[src/rtl/kbd_cursor_ctrl.sv]
`default_nettype none
// ----------------------------------------------------------------------------
// kbd_cursor_ctrl : Wishbone PS/2 scan-code FIFO with auto-moving cursor regs
// Rev 1.0
// ----------------------------------------------------------------------------
module kbd_cursor_ctrl #(
  parameter int FIFO_DEPTH = 8,
  parameter int ROWS       = 32,
  parameter int COLS       = 80,
  parameter int TIMEOUT    = 50000
) (
  input  logic        wb_clk_i,
  input  logic        wb_rst_n_i,
  input  logic        wb_cyc_i,
  input  logic        wb_stb_i,
  input  logic        wb_we_i,
  input  logic [31:0] wb_adr_i,
  input  logic [31:0] wb_dat_i,
  input  logic [3:0]  wb_sel_i,
  output logic [31:0] wb_dat_o,
  output logic        wb_ack_o,
  output logic        wb_err_o,
  input  logic        ps2_clk_i,
  input  logic        ps2_data_i,
  output logic        irq_o,
  output logic [11:0] pointer_row_o,
  output logic [11:0] pointer_col_o
);
  localparam int AW  = $clog2(FIFO_DEPTH);
  localparam int CW  = AW + 1;
  localparam int WDW = $clog2(TIMEOUT + 1);
  localparam logic [CW-1:0]  FULL_CNT = CW'(FIFO_DEPTH);
  localparam logic [WDW-1:0] WD_LAST  = WDW'(TIMEOUT - 1);
  localparam logic [11:0]    ROW_MAX  = 12'(ROWS - 1);
  localparam logic [11:0]    COL_MAX  = 12'(COLS - 1);

  localparam logic [1:0] S_IDLE = 2'd0;
  localparam logic [1:0] S_DATA = 2'd1;
  localparam logic [1:0] S_PAR  = 2'd2;
  localparam logic [1:0] S_STOP = 2'd3;

  logic           ps2c_s1_q, ps2c_s2_q, ps2c_prev_q, ps2d_s1_q, ps2d_s2_q;
  logic           fall, bit_in;
  logic [1:0]     state_q, state_d;
  logic [2:0]     bitcnt_q, bitcnt_d;
  logic [7:0]     shift_q, shift_d;
  logic           par_q, par_d;
  logic [WDW-1:0] wd_q, wd_d;
  logic           done_q, done_d, good_q, good_d;

  logic           ack_q, err_q;
  logic [31:0]    dat_q, rdata;
  logic [2:0]     ctrl_q;
  logic [11:0]    row_q, row_d, col_q, col_d;
  logic           ext_q, ext_d, brk_q, brk_d;
  logic           ovf_q, ferr_q, irq_q;
  logic [7:0]     mem_q [FIFO_DEPTH];
  logic [AW-1:0]  wr_ptr_q, rd_ptr_q;
  logic [CW-1:0]  count_q;
  logic           acc, bad, wr;
  logic [3:0]     idx;
  logic           empty, full, pop, push_req, push;
  logic           unused_ok;

  assign unused_ok = ^{wb_sel_i, wb_adr_i[31:6], wb_adr_i[1:0], wb_dat_i[31:12]};

  always_ff @(posedge wb_clk_i) begin
    if (!wb_rst_n_i) begin
      {ps2c_s1_q, ps2c_s2_q, ps2c_prev_q, ps2d_s1_q, ps2d_s2_q} <= '1;
    end else begin
      ps2c_s1_q   <= ps2_clk_i;
      ps2c_s2_q   <= ps2c_s1_q;
      ps2c_prev_q <= ps2c_s2_q;
      ps2d_s1_q   <= ps2_data_i;
      ps2d_s2_q   <= ps2d_s1_q;
    end
  end

  assign fall   = ps2c_prev_q & ~ps2c_s2_q;
  assign bit_in = ps2d_s2_q;

  always_comb begin
    state_d  = state_q;
    bitcnt_d = bitcnt_q;
    shift_d  = shift_q;
    par_d    = par_q;
    wd_d     = '0;
    done_d   = 1'b0;
    good_d   = 1'b0;
    if (!ctrl_q[0]) begin
      state_d = S_IDLE;
    end else if (fall) begin
      case (state_q)
        S_IDLE: if (!bit_in) begin
          state_d  = S_DATA;
          bitcnt_d = '0;
          par_d    = 1'b0;
        end
        S_DATA: begin
          shift_d  = {bit_in, shift_q[7:1]};
          par_d    = par_q ^ bit_in;
          bitcnt_d = bitcnt_q + 3'd1;
          if (bitcnt_q == 3'd7) state_d = S_PAR;
        end
        S_PAR: begin
          par_d   = par_q ^ bit_in;
          state_d = S_STOP;
        end
        default: begin
          done_d  = 1'b1;
          good_d  = bit_in & par_q;
          state_d = S_IDLE;
        end
      endcase
    end else if (state_q != S_IDLE) begin
      // Stalled frame: abandon silently once the line has been quiet too long
      if (wd_q == WD_LAST) state_d = S_IDLE;
      else wd_d = wd_q + 1'b1;
    end
  end

  always_ff @(posedge wb_clk_i) begin
    if (!wb_rst_n_i) begin
      state_q  <= S_IDLE;
      bitcnt_q <= '0;
      shift_q  <= '0;
      par_q    <= 1'b0;
      wd_q     <= '0;
      done_q   <= 1'b0;
      good_q   <= 1'b0;
    end else begin
      state_q  <= state_d;
      bitcnt_q <= bitcnt_d;
      shift_q  <= shift_d;
      par_q    <= par_d;
      wd_q     <= wd_d;
      done_q   <= done_d;
      good_q   <= good_d;
    end
  end

  assign idx      = wb_adr_i[5:2];
  assign bad      = idx > 4'd4;
  assign acc      = wb_cyc_i & wb_stb_i & ~ack_q & ~err_q;
  assign wr       = acc & wb_we_i & ~bad;
  assign empty    = (count_q == '0);
  assign full     = (count_q == FULL_CNT);
  assign pop      = acc & ~wb_we_i & (idx == 4'd0) & ~empty;
  assign push_req = done_q & good_q;
  assign push     = push_req & (~full | pop);

  always_comb begin
    case (idx)
      4'd0:    rdata = empty ? 32'h0 : {23'b0, 1'b1, mem_q[rd_ptr_q]};
      4'd1:    rdata = {20'b0, row_q};
      4'd2:    rdata = {20'b0, col_q};
      4'd3:    rdata = {16'b0, 8'(count_q), 4'b0, ferr_q, ovf_q, full, empty};
      4'd4:    rdata = {29'b0, ctrl_q};
      default: rdata = 32'h0;
    endcase
  end

  always_comb begin
    row_d = row_q;
    col_d = col_q;
    ext_d = ext_q;
    brk_d = brk_q;
    if (push_req && ctrl_q[2]) begin
      if (shift_q == 8'hE0) begin
        ext_d = 1'b1;
      end else if (shift_q == 8'hF0) begin
        brk_d = 1'b1;
      end else begin
        ext_d = 1'b0;
        brk_d = 1'b0;
        if (ext_q && !brk_q) begin
          case (shift_q)
            8'h75: if (row_q != 12'd0)  row_d = row_q - 12'd1;
            8'h72: if (row_q < ROW_MAX) row_d = row_q + 12'd1;
            8'h6B: if (col_q != 12'd0)  col_d = col_q - 12'd1;
            8'h74: if (col_q < COL_MAX) col_d = col_q + 12'd1;
            default: ;
          endcase
        end
      end
    end
    // A bus write overrides an auto-cursor move in the same cycle
    if (wr && idx == 4'd1) row_d = (wb_dat_i[11:0] > ROW_MAX) ? ROW_MAX : wb_dat_i[11:0];
    if (wr && idx == 4'd2) col_d = (wb_dat_i[11:0] > COL_MAX) ? COL_MAX : wb_dat_i[11:0];
  end

  always_ff @(posedge wb_clk_i) begin
    if (!wb_rst_n_i) begin
      ack_q    <= 1'b0;
      err_q    <= 1'b0;
      dat_q    <= '0;
      ctrl_q   <= '0;
      row_q    <= '0;
      col_q    <= '0;
      ext_q    <= 1'b0;
      brk_q    <= 1'b0;
      ovf_q    <= 1'b0;
      ferr_q   <= 1'b0;
      irq_q    <= 1'b0;
      wr_ptr_q <= '0;
      rd_ptr_q <= '0;
      count_q  <= '0;
    end else begin
      ack_q <= acc & ~bad;
      err_q <= acc & bad;
      if (acc) dat_q <= rdata;
      if (wr && idx == 4'd4) ctrl_q <= wb_dat_i[2:0];
      row_q <= row_d;
      col_q <= col_d;
      ext_q <= ext_d;
      brk_q <= brk_d;
      ovf_q  <= (ovf_q  & ~(wr && idx == 4'd3 && wb_dat_i[2])) | (push_req & full & ~pop);
      ferr_q <= (ferr_q & ~(wr && idx == 4'd3 && wb_dat_i[3])) | (done_q & ~good_q);
      irq_q  <= ctrl_q[1] & ~empty;
      if (push) wr_ptr_q <= wr_ptr_q + 1'b1;
      if (pop)  rd_ptr_q <= rd_ptr_q + 1'b1;
      count_q <= count_q + CW'(push) - CW'(pop);
    end
  end

  always_ff @(posedge wb_clk_i) begin
    if (push) mem_q[wr_ptr_q] <= shift_q;
  end

  assign wb_ack_o      = ack_q;
  assign wb_err_o      = err_q;
  assign wb_dat_o      = dat_q;
  assign irq_o         = irq_q;
  assign pointer_row_o = row_q;
  assign pointer_col_o = col_q;

endmodule
`default_nettype wire

[config.mk]
export PLATFORM = sky130hd
export DESIGN_NAME = kbd_cursor_ctrl
export DESIGN_NICKNAME = d
export VERILOG_FILES = /design/src/rtl/kbd_cursor_ctrl.sv
export SDC_FILE = /design/constraint.sdc
export NUM_CORES = 1
export LEC_CHECK = 0
export ABC_AREA = 1
export BUFFER_PORTS_ARGS = -buffer_cell sky130_fd_sc_hd__buf_2
export CAP_MARGIN = 20
export CORE_MARGIN = 4
export CORE_UTILIZATION = 62
export DETAILED_ROUTE_END_ITERATION = 8
export GPL_TIMING_DRIVEN = 1
export HOLD_SLACK_MARGIN = 0.1
export PLACE_DENSITY_LB_ADDON = 0.3
export SLEW_MARGIN = 25
export SYNTH_ARGS = -nofsm -noshare
export SYNTH_HDL_FRONTEND = slang
export SYNTH_SLANG_ARGS = --single-unit
[constraint.sdc]
create_clock -name wb_clk_i -period 3.6 [get_ports wb_clk_i]
set_clock_uncertainty 0.05 [all_clocks]
set_input_delay 0.54 -clock wb_clk_i [delete_from_list [all_inputs] [get_ports wb_clk_i]]
set_output_delay 0.54 -clock wb_clk_i [all_outputs]
set_load 0.005 [all_outputs]
---- Word level (Yosys, flattened, before mapping) ----
Memories as Yosys holds them, arrays and structs flattened. A register that Yosys moved wholly into a read port is not among the register bits.
Cells that the tools add are included.
cells by class
  $add $sub $neg .......................... 10
  magnitude comparators ................... 5
  equality and inequality tests ........... 27
  muxes and demuxes ....................... 38
  bitwise operators ....................... 40
  reductions and logical operators ........ 39
operators with widths
  operator                                                         number
  2-to-1 mux 12 bit                                                16
  case mux 12 bit (5 select lines)                                 1
  case mux 12 bit (2 select lines)                                 2
  == test 8 x 7 -> 1 bit (second input constant)                   4
  adder 12 x 1 -> 12 bit (second input constant)                   2
  nonzero test 12 bit                                              2
  subtractor 12 x 1 -> 12 bit (second input constant)              2
  AND 1 bit                                                        20
  inequality test 3 bit (second input constant)                    6
  nonzero test 2 bit                                               9
  adder 16 x 1 -> 16 bit (second input constant)                   1
  == test 16 bit (second input constant)                           1
  == test 8 bit (second input constant)                            2
  NOT 1 bit                                                        16
  AND reduction 7 bit                                              2
  greater-than comparator 12 x 5 -> 1 bit (second input constant)  1
  greater-than comparator 12 x 7 -> 1 bit (second input constant)  1
  < comparator 12 x 5 -> 1 bit (second input constant)             1
  < comparator 12 x 7 -> 1 bit (second input constant)             1
  AND reduction 4 bit                                              3
  2-to-1 mux 2 bit                                                 5
  adder 3 x 1 -> 3 bit (second input constant)                     3
  2-to-1 mux 3 bit                                                 3
  2-to-1 mux 9 bit                                                 1
  other kinds (29)                                                 54
word-level totals
  register bits after elaboration ......... 113
  memory bits (writable) .................. 64
  input port bits ......................... 75
  output and inout port bits .............. 59
  word-level logic and storage cells ...... 186
  memories kept ........................... 1
memory list
  name   words  bits a word  read ports  clocked after Yosys merged registers in  write ports  line  text
  mem_q  8      8            1           1                                        1            57    logic [7:0] mem_q [FIFO_DEPTH];

---- Depth between registers and ports, before layout ----
Gate-level depths: netlist of run 1.
  word-level depth ........................ 10
  gate-level depth with buffers ........... 16
  depth with buffers taken out ............ 16

---- Worst setup path before layout of run 1 ----
OpenSTA, ideal clock, no wires.
  kind .................................... register to register
  start point ............................. register shift_q[4]
  end point ............................... register row_q[11] (netlist: pointer_row_o[11])
  data arrival time ....................... 2.204 ns
  data required time ...................... 3.486 ns
  path slack .............................. 1.282 ns
  cell stages (with the launch flop) ...... 14
  path through ............................ dfxtp_1 > nand2_1 > nor2_4 > nand2_1 > ha_1 > nand2_1 > nand3_1 > nand3_1 > nand3_1 > nand2_1 > nand2_1 > o21ai_0 > inv_1 > nor2_1
between the ends
  cells in the longest elaborated chain, start to end .. 7
ends and longest elaborated chain
  what                              line  text
  start: declaration                46    logic [7:0] shift_q, shift_d;
  start signal: assignment          134   shift_q <= shift_d;
  == test 8 x 7 -> 1 bit            177   case (shift_q)
  case mux 12 bit (2 select lines)  177
  2-to-1 mux 12 bit                 176   if (ext_q && !brk_q) begin
  2-to-1 mux 12 bit                 171   end else if (shift_q == 8'hF0) begin
  2-to-1 mux 12 bit                 169   if (shift_q == 8'hE0) begin
  2-to-1 mux 12 bit                 168   if (push_req && ctrl_q[2]) begin
  2-to-1 mux 12 bit                 188   if (wr && idx == 4'd1) row_d = (wb_dat_i[11:0] > ROW_MAX) ? ROW_MAX : wb_dat_i[11:0];
  end signal: assignment            213   row_q <= row_d;
  end: declaration                  54    logic [11:0] row_q, row_d, col_q, col_d;
Several ways; a longest one is shown, not always the timed one. The select of a mux whose other input is x is not followed.
A chain may end at the register's enable or synchronous reset.

---- Final worst setup path of run 1 ----
  start point ............................. register shift_q[5]
  end point ............................... register row_q[11] (netlist: pointer_row_o[11])
The elaborated chain is that of the path after synthesis.

==> results of run 1 <==
## cell usage in the layout, fill, tap and decap left out, types with 3 or more instances in the layout
master,Yosys,routed
a21o_1,3,3
nor2_1,159,159
conb_1,1,20
clkinv_1,2,3
nor3b_1,3,3
inv_1,113,113
xor2_1,11,11
clkbuf_16,0,18
clkbuf_8,0,3
edfxtp_1,64,64
bufinv_16,0,4
nor3_1,14,14
a21oi_1,68,68
dfxtp_1,96,96
inv_2,3,3
o211ai_1,17,17
fa_1,3,3
ha_1,37,37
nand2_1,218,218
xnor2_1,8,8
nand3_2,4,4
nand4_1,13,13
or2_2,6,6
buf_4,22,10
o21ai_0,86,86
nand2_2,7,7
nor2_2,4,4
nand3_1,79,79
buf_2,5,61
o221ai_1,4,4
## state kept, by name (all words and copies together), names as in the netlist, 3 cells and up, named ones only
name and flops:
bitcnt_q 3, count_q 4, ctrl_q 3, mem_q 64
pointer_col_o 12, pointer_row_o 12, rd_ptr_q 3, shift_q 8
wb_dat_o 12, wd_q 16, wr_ptr_q 3
## metrics by stage
step           std cells  hold WS [ps]    util
6_report            1345         250.8  0.7174
3_5_place_dp        1314         351.5  0.6689
3_3_place_gp        1314         343.5  0.6689
5_1_grt             1345         250.6  0.7174
4_1_cts             1345         229.8  0.7174
2_1_floorplan       1111         341.7       -
## layer usage
metal	up-vias	routed length (um)	track usage
li1	3730	-	-
met1	3445	8809	0.3505
met2	294	9511	0.4150
met3	43	1713	0.06226
met4	0	479	0.1110
met5	-	0	0
## path summary, 6_finish.rpt
| check | depth (start not counted) | endpoint | from |
|---|---|---|---|
| worst max-delay path | 13 | pointer_row_o[11] | shift_q[5] |
| worst min-delay path | 2 | ps2c_s1_q | ps2_clk_i |
| worst max register to register | 13 | pointer_row_o[11] | shift_q[5] |
| worst min register to register | 1 | bit_in | ps2d_s1_q |
## power by group through the flow
stage	Sequential, mW	Clock, mW	Combinational [mW]
finish	1.88	1.96	0.0933
global route	1.87	2.06	0.103
CTS	1.88	1.98	0.0908
detailed placement	1.91	0	0.0901
global placement	1.91	0	0.0886
floorplan	1.91	0	0.0712
## cell type report
type	instances	area, sq um
clock inverter	9	153.9
tap	176	220.2
timing repair buffer	71	380.4
inverter	120	454.2
sequential	160	3844
clock buffer	22	495.5
multi-input combinational	787	4065
fill	1071	3787
## cell families after synthesis
| group | Yosys count |
|---|---|
| xor gates and xnor gates | 19 |
| AOI/OAI and AO/OA | 190 |
| adders and majority gates | 40 |
| DFF | 160 |
| and+or+nand+nor | 518 |
| other | 1 |
| buffers and inverters | 164 |
==> impl_metrics.toml, run 1 <==
[pwr]
power_density_nw_per_um2 = 409.0
clkPwrFrac = 0.499
switching_share = 0.1982
p_int_mw = 3.153
pwr-share-comb = 0.024
peakVddDrop_v = 0.0003643
p_total_mw = 3.932
seqPwrFrac = 0.477
p_leak_nw = 4.342
switchingPower_mw = 0.7794

[synthesis]
synth_mux_area_frac = 0
synthXorXnorAreaFrac = 0.01946
async_flop_share = 0
synth_cells = 1092
synth.area.top_cells = "dfxtp_1, edfxtp_1, nand2_1"
synth.most_common_cell = "nand2_1"
avgSynthCellArea_sq_um = 7.833
synth_commonest_cells = "nand2_1, nor2_1, inv_1"
synth_compound_area_frac = 0.1226
synthDistinctLibCells = 48
yosys_warnings = 0
synthFlopType = "dfxtp_1"
synth-adder-area-share = 0.06115
ys_ff_latch = 160
synth-simple-area-share = 0.2633
synth_edf_count = 64
synth_top_family_by_area = "simple AND/OR/NAND/NOR gates"
synth_top_area_share = 0.2247
synth.largest_area_cell = "dfxtp_1"
yosysSeqAreaShare = 0.4494
syn-cell-area_sq_um = 8553

[global_route]
grtUsageTotal = 0.2636
antenna_found_initial = 0
grt_pass1_vias = 7015
grt_pass1_wl_mm = 33.77
grt_max_degree = 46
overflow = 0

[floorplanning]
rows = 42
start_util = 0.6383
fp.dieW_um = 125.5
die_area_sq_um = 15740
coreArea_sq_um = 13400
num_io_pins = 134
die_h_um = 125.5

[drt]
wirelength_mm = 20.51
vias = 7512
drtAntennaViolNets = 0
drtIter0Drc = 848
wl_per_cell_um = 15.25
drcViolationCount = 0
firstDrtPassIters = 6
via_per_inst = 5.585

[critical_path]
cp_common_cell = "nand2_1"
end_kind = "flip-flop"
cpPeakStageDelay_ps = 580
cp_slowest_cell = "dfxtp_1"
cp_cell_sequence = "nand2_1 -> nor2_4 -> nand2_1 -> ha_1 -> nand2_1 -> nand3_1 -> nand3_1 -> nand3_1 -> nand2_1 -> nand2_1 -> o21ai_0 -> inv_1 -> nor2_1"
rrSetupSlack_ps = 650
critPathKind = "flip-flop to flip-flop"
worstPathArrival_ps = 3270
start_kind = "flip-flop"
required_ps = 3920
crit_family = "simple AND/OR/NAND/NOR gates"
worst-path-max-fanout = 13
path_buf_inv = 1

[sta]
tns_ps = 0
layout_min_cycle_time_ps = 2952
worst_slew_pin_slew_ps = 1003
slew_violations = 0
max_freq_mhz = 338.8
hold_viol_final = 0
max-slew-margin-rel = 0.3304
setup_slack_ps = 648.4
setup_viol = 0
rsz0062_at_grt = "false"
period_share = 0.8199

[placed_design]
hpwl_mm = 14.70
port_buffers = 61
gp_congestion = 1.016
placed_area_sq_um = 8964
pre_cts_ws_ps = 687.9

[final_layout]
area_growth_pct = 12.39
diodes = 0
postLayoutCellArea_sq_um = 9613
drive_gt1_frac = 0.1146
nets = 1272

[clock_network]
cts.clk_slew.worst_paths_ps = 60
cts-root-buf = "clkbuf_16"
hold_buffers = 0
htree_num_levels = 4
clock-sinks = 160
cts_resized = 0
cts_buffer_depth = 2
postCtsSetupRepairBufs = 0
clkLatencyLatePin_ps = 430
cts_tree = "yes"
numCtsBuffers = 17

[run_status]
status = "completed"

[run]
cap_violations = 0

[min_path]
min_path_type = "input port to flip-flop"
(Power assumes the default switching activity.)
==> inputs of run 2 (changes only) <==
--- a/config.mk
+++ b/config.mk
@@ -5,11 +5,11 @@
 export SDC_FILE = /design/constraint.sdc
 export NUM_CORES = 1
 export LEC_CHECK = 0
-export ABC_AREA = 1
+export ABC_AREA = 0
 export BUFFER_PORTS_ARGS = -buffer_cell sky130_fd_sc_hd__buf_2
 export CAP_MARGIN = 20
 export CORE_MARGIN = 4
-export CORE_UTILIZATION = 62
+export CORE_UTILIZATION = 57
 export DETAILED_ROUTE_END_ITERATION = 8
 export GPL_TIMING_DRIVEN = 1
 export HOLD_SLACK_MARGIN = 0.1
==> constraint.sdc (replaced) <==
create_clock -name wb_clk_i -period 2.9 [get_ports wb_clk_i]
set_clock_uncertainty 0.05 [all_clocks]
set_input_delay 0.435 -clock wb_clk_i [delete_from_list [all_inputs] [get_ports wb_clk_i]]
set_output_delay 0.435 -clock wb_clk_i [all_outputs]
set_load 0.005 [all_outputs]
==> impl_metrics.toml, run 2 <==
[run_status]
status = "finished, violations left"
violations = "setup timing"

[pwr]
p_int_mw = 3.513
switching_share = 0.2423
p_leak_nw = 3.768
clkPwrFrac = 0.468
pwr-share-comb = 0.030
peakVddDrop_v = 0.0003822
switchingPower_mw = 1.123
seqPwrFrac = 0.502
p_total_mw = 4.636
power_density_nw_per_um2 = 480.4

[floorplanning]
die_h_um = 128.0
fp.dieW_um = 128.0
die_area_sq_um = 16390
start_util = 0.5869
rows = 43
coreArea_sq_um = 13990
num_io_pins = 134

[sta]
max_freq_mhz = 337.9
hold_viol_final = 0
rsz0062_at_grt = "true"
setup_viol = 1
setup_slack_ps = -59.73
tns_ps = -59.73
layout_min_cycle_time_ps = 2960
slew_violations = 0
worst_slew_pin_slew_ps = 798.1
max-slew-margin-rel = 0.4672
whs_ps = 129.6
period_share = 1.021

[synthesis]
synthDistinctLibCells = 88
synth.area.top_cells = "dfxtp_1, edfxtp_1, ha_1"
synth_edf_count = 64
async_flop_share = 0
yosys_warnings = 0
synth_commonest_cells = "dfxtp_1, nor2_1, nand2_1"
avgSynthCellArea_sq_um = 10.61
synthFlopType = "dfxtp_1"
yosysSeqAreaShare = 0.4681
synth_top_area_share = 0.2341
syn-cell-area_sq_um = 8210
synth_cells = 774
synth.most_common_cell = "dfxtp_1"
synth.largest_area_cell = "dfxtp_1"
ys_ff_latch = 160

[drt]
wirelength_mm = 20.79
drtAntennaViolNets = 0
firstDrtPassIters = 6
vias = 6528
via_per_inst = 6.153
wl_per_cell_um = 19.59
drcViolationCount = 0
drtIter0Drc = 563

[critical_path]
critPathKind = "flip-flop to flip-flop"
worstPathArrival_ps = 3280
r2r_cells = 9
end_kind = "flip-flop"
rrSetupSlack_ps = -60
worst-path-max-fanout = 6
r2r_end = "pointer_row_o[11]"
startpoint = "shift_q[0]"
required_ps = 3220
rr_startpoint = "shift_q[0]"
cp-endpoint = "pointer_row_o[11]"
start_kind = "flip-flop"

[final_layout]
nets = 982
area_growth_pct = 17.53
final_common_cell = "dfxtp_1"
fin_util = 0.6898
seq_area_sq_um = 3851
multi_input_area_sq_um = 4294
layout_common_cells = "dfxtp_1, nor2_1, nand2_1"
largest_reg_flops = 64
max_flop_register = "mem_q"
drive_gt1_frac = 0.2398
reg.largest.list = "mem_q x64, wd_q x16"
fill_cells = 1041

[placed_design]
port_buffers = 61
hpwl_mm = 14.65
gp_congestion = 0.9029

[global_route]
grt_pass1_vias = 6411
overflow = 0
antenna_found_initial = 0
grt_max_degree = 30
grtUsageTotal = 0.2551
grt_pass1_wl_mm = 32.78

[clock_network]
cts.clk_slew.worst_paths_ps = 70
cts_buffer_depth = 2
hold_buffers = 0
cts-root-buf = "clkbuf_16"
htree_num_levels = 4
clock-sinks = 160
numCtsBuffers = 17
clkLatencyLatePin_ps = 440
cts_tree = "yes"

[min_path]
min_path_type = "input port to flip-flop"

[run]
cap_violations = 0
==> run 2: cell types whose count changed after synthesis, moves of 22 or more <==
| cell | previous run | this run |
|---|---|---|
| inv_1 | 113 | 18 |
| o21ai_0 | 86 | 34 |
| nand3_1 | 79 | 22 |
| a21oi_1 | 68 | 46 |
| nor2_1 | 159 | 73 |
| nand2_1 | 218 | 67 |
==> run 2: kinds of logic after synthesis <==
group	Yosys count	synth area share
AO/OA/AOI/OAI	166	0.1405
XOR/XNOR	33	0.03520
adder cells (fa/ha/maj)	40	0.06370
buffers and inverters	68	0.04312
flip-flops	160	0.4681
multiplexers	42	0.07650
other	1	0.0004567
AND/OR/NAND/NOR	264	0.1724
==> run 2: area by class of cell <==
cell class | instances | area share
clock inverters | 15 | 0.01569
repair buffers | 103 | 0.06509
well taps | 180 | 0.02334
flip-flops and latches | 160 | 0.3991
inverters | 19 | 0.007391
clock buffers | 17 | 0.04409
diodes | 1 | 0.0002593
multi-input cells | 566 | 0.4450
==> run 2: timing repair <==
action	4_1_cts	5_1_grt
setup buffers	3	5
gates cloned	1	0
pin swaps	2	15
gates resized for setup	5	28
setup endpoints to repair	5	7
==> run 2: power by group through the flow <==
stage               logic (mW)  clock network (mW)  registers, mW
floorplan               0.0982                   0           2.38
global placement         0.125                   0           2.38
detailed placement       0.128                   0           2.38
CTS                      0.131                2.19           2.33
global route             0.149                2.29           2.33
finish                   0.138                2.17           2.33
==> run 2: worst min-delay path by stage <==
stage	slack (ps)	cells after the start	to	startpoint
after floorplan	340	1	bit_in	ps2d_s1_q
after global placement	350	1	ps2c_s2_q	ps2c_s1_q
after detailed placement	350	1	ps2c_s2_q	ps2c_s1_q
after CTS	120	2	ps2d_s1_q	ps2_data_i
after global routing	140	2	ps2d_s1_q	ps2_data_i
final	130	2	ps2d_s1_q	ps2_data_i
==> run 2: critical path, stage by stage, from the launching register on <==
cell and delay, ps:
dfxtp_1 320, or3b_4 400, or3_4 500, ha_4 260, a211oi_4 250, o211ai_1 170
nor4bb_4 190, or3_4 330, a2111o_1 360, o21ai_1 70
==> run 2: stage by stage <==
step	instances	setup WS [ps]	area, sq um
6_report	1061	-59.73	9649
5_1_grt	1060	-199.6	9647
4_1_cts	1056	-40.23	9500
3_5_place_dp	1020	-94.64	8872
3_3_place_gp	1020	-15.01	8872
2_1_floorplan	793	1.033	8362
==> run 2: routing by layer <==
metal  track usage  share of wire  up-vias
li1              -              -     3032
met2        0.4350           0.51      276
met3       0.05417          0.064       46
met1        0.3173           0.40     3174
met5             0              0        -
met4        0.1005          0.024        0
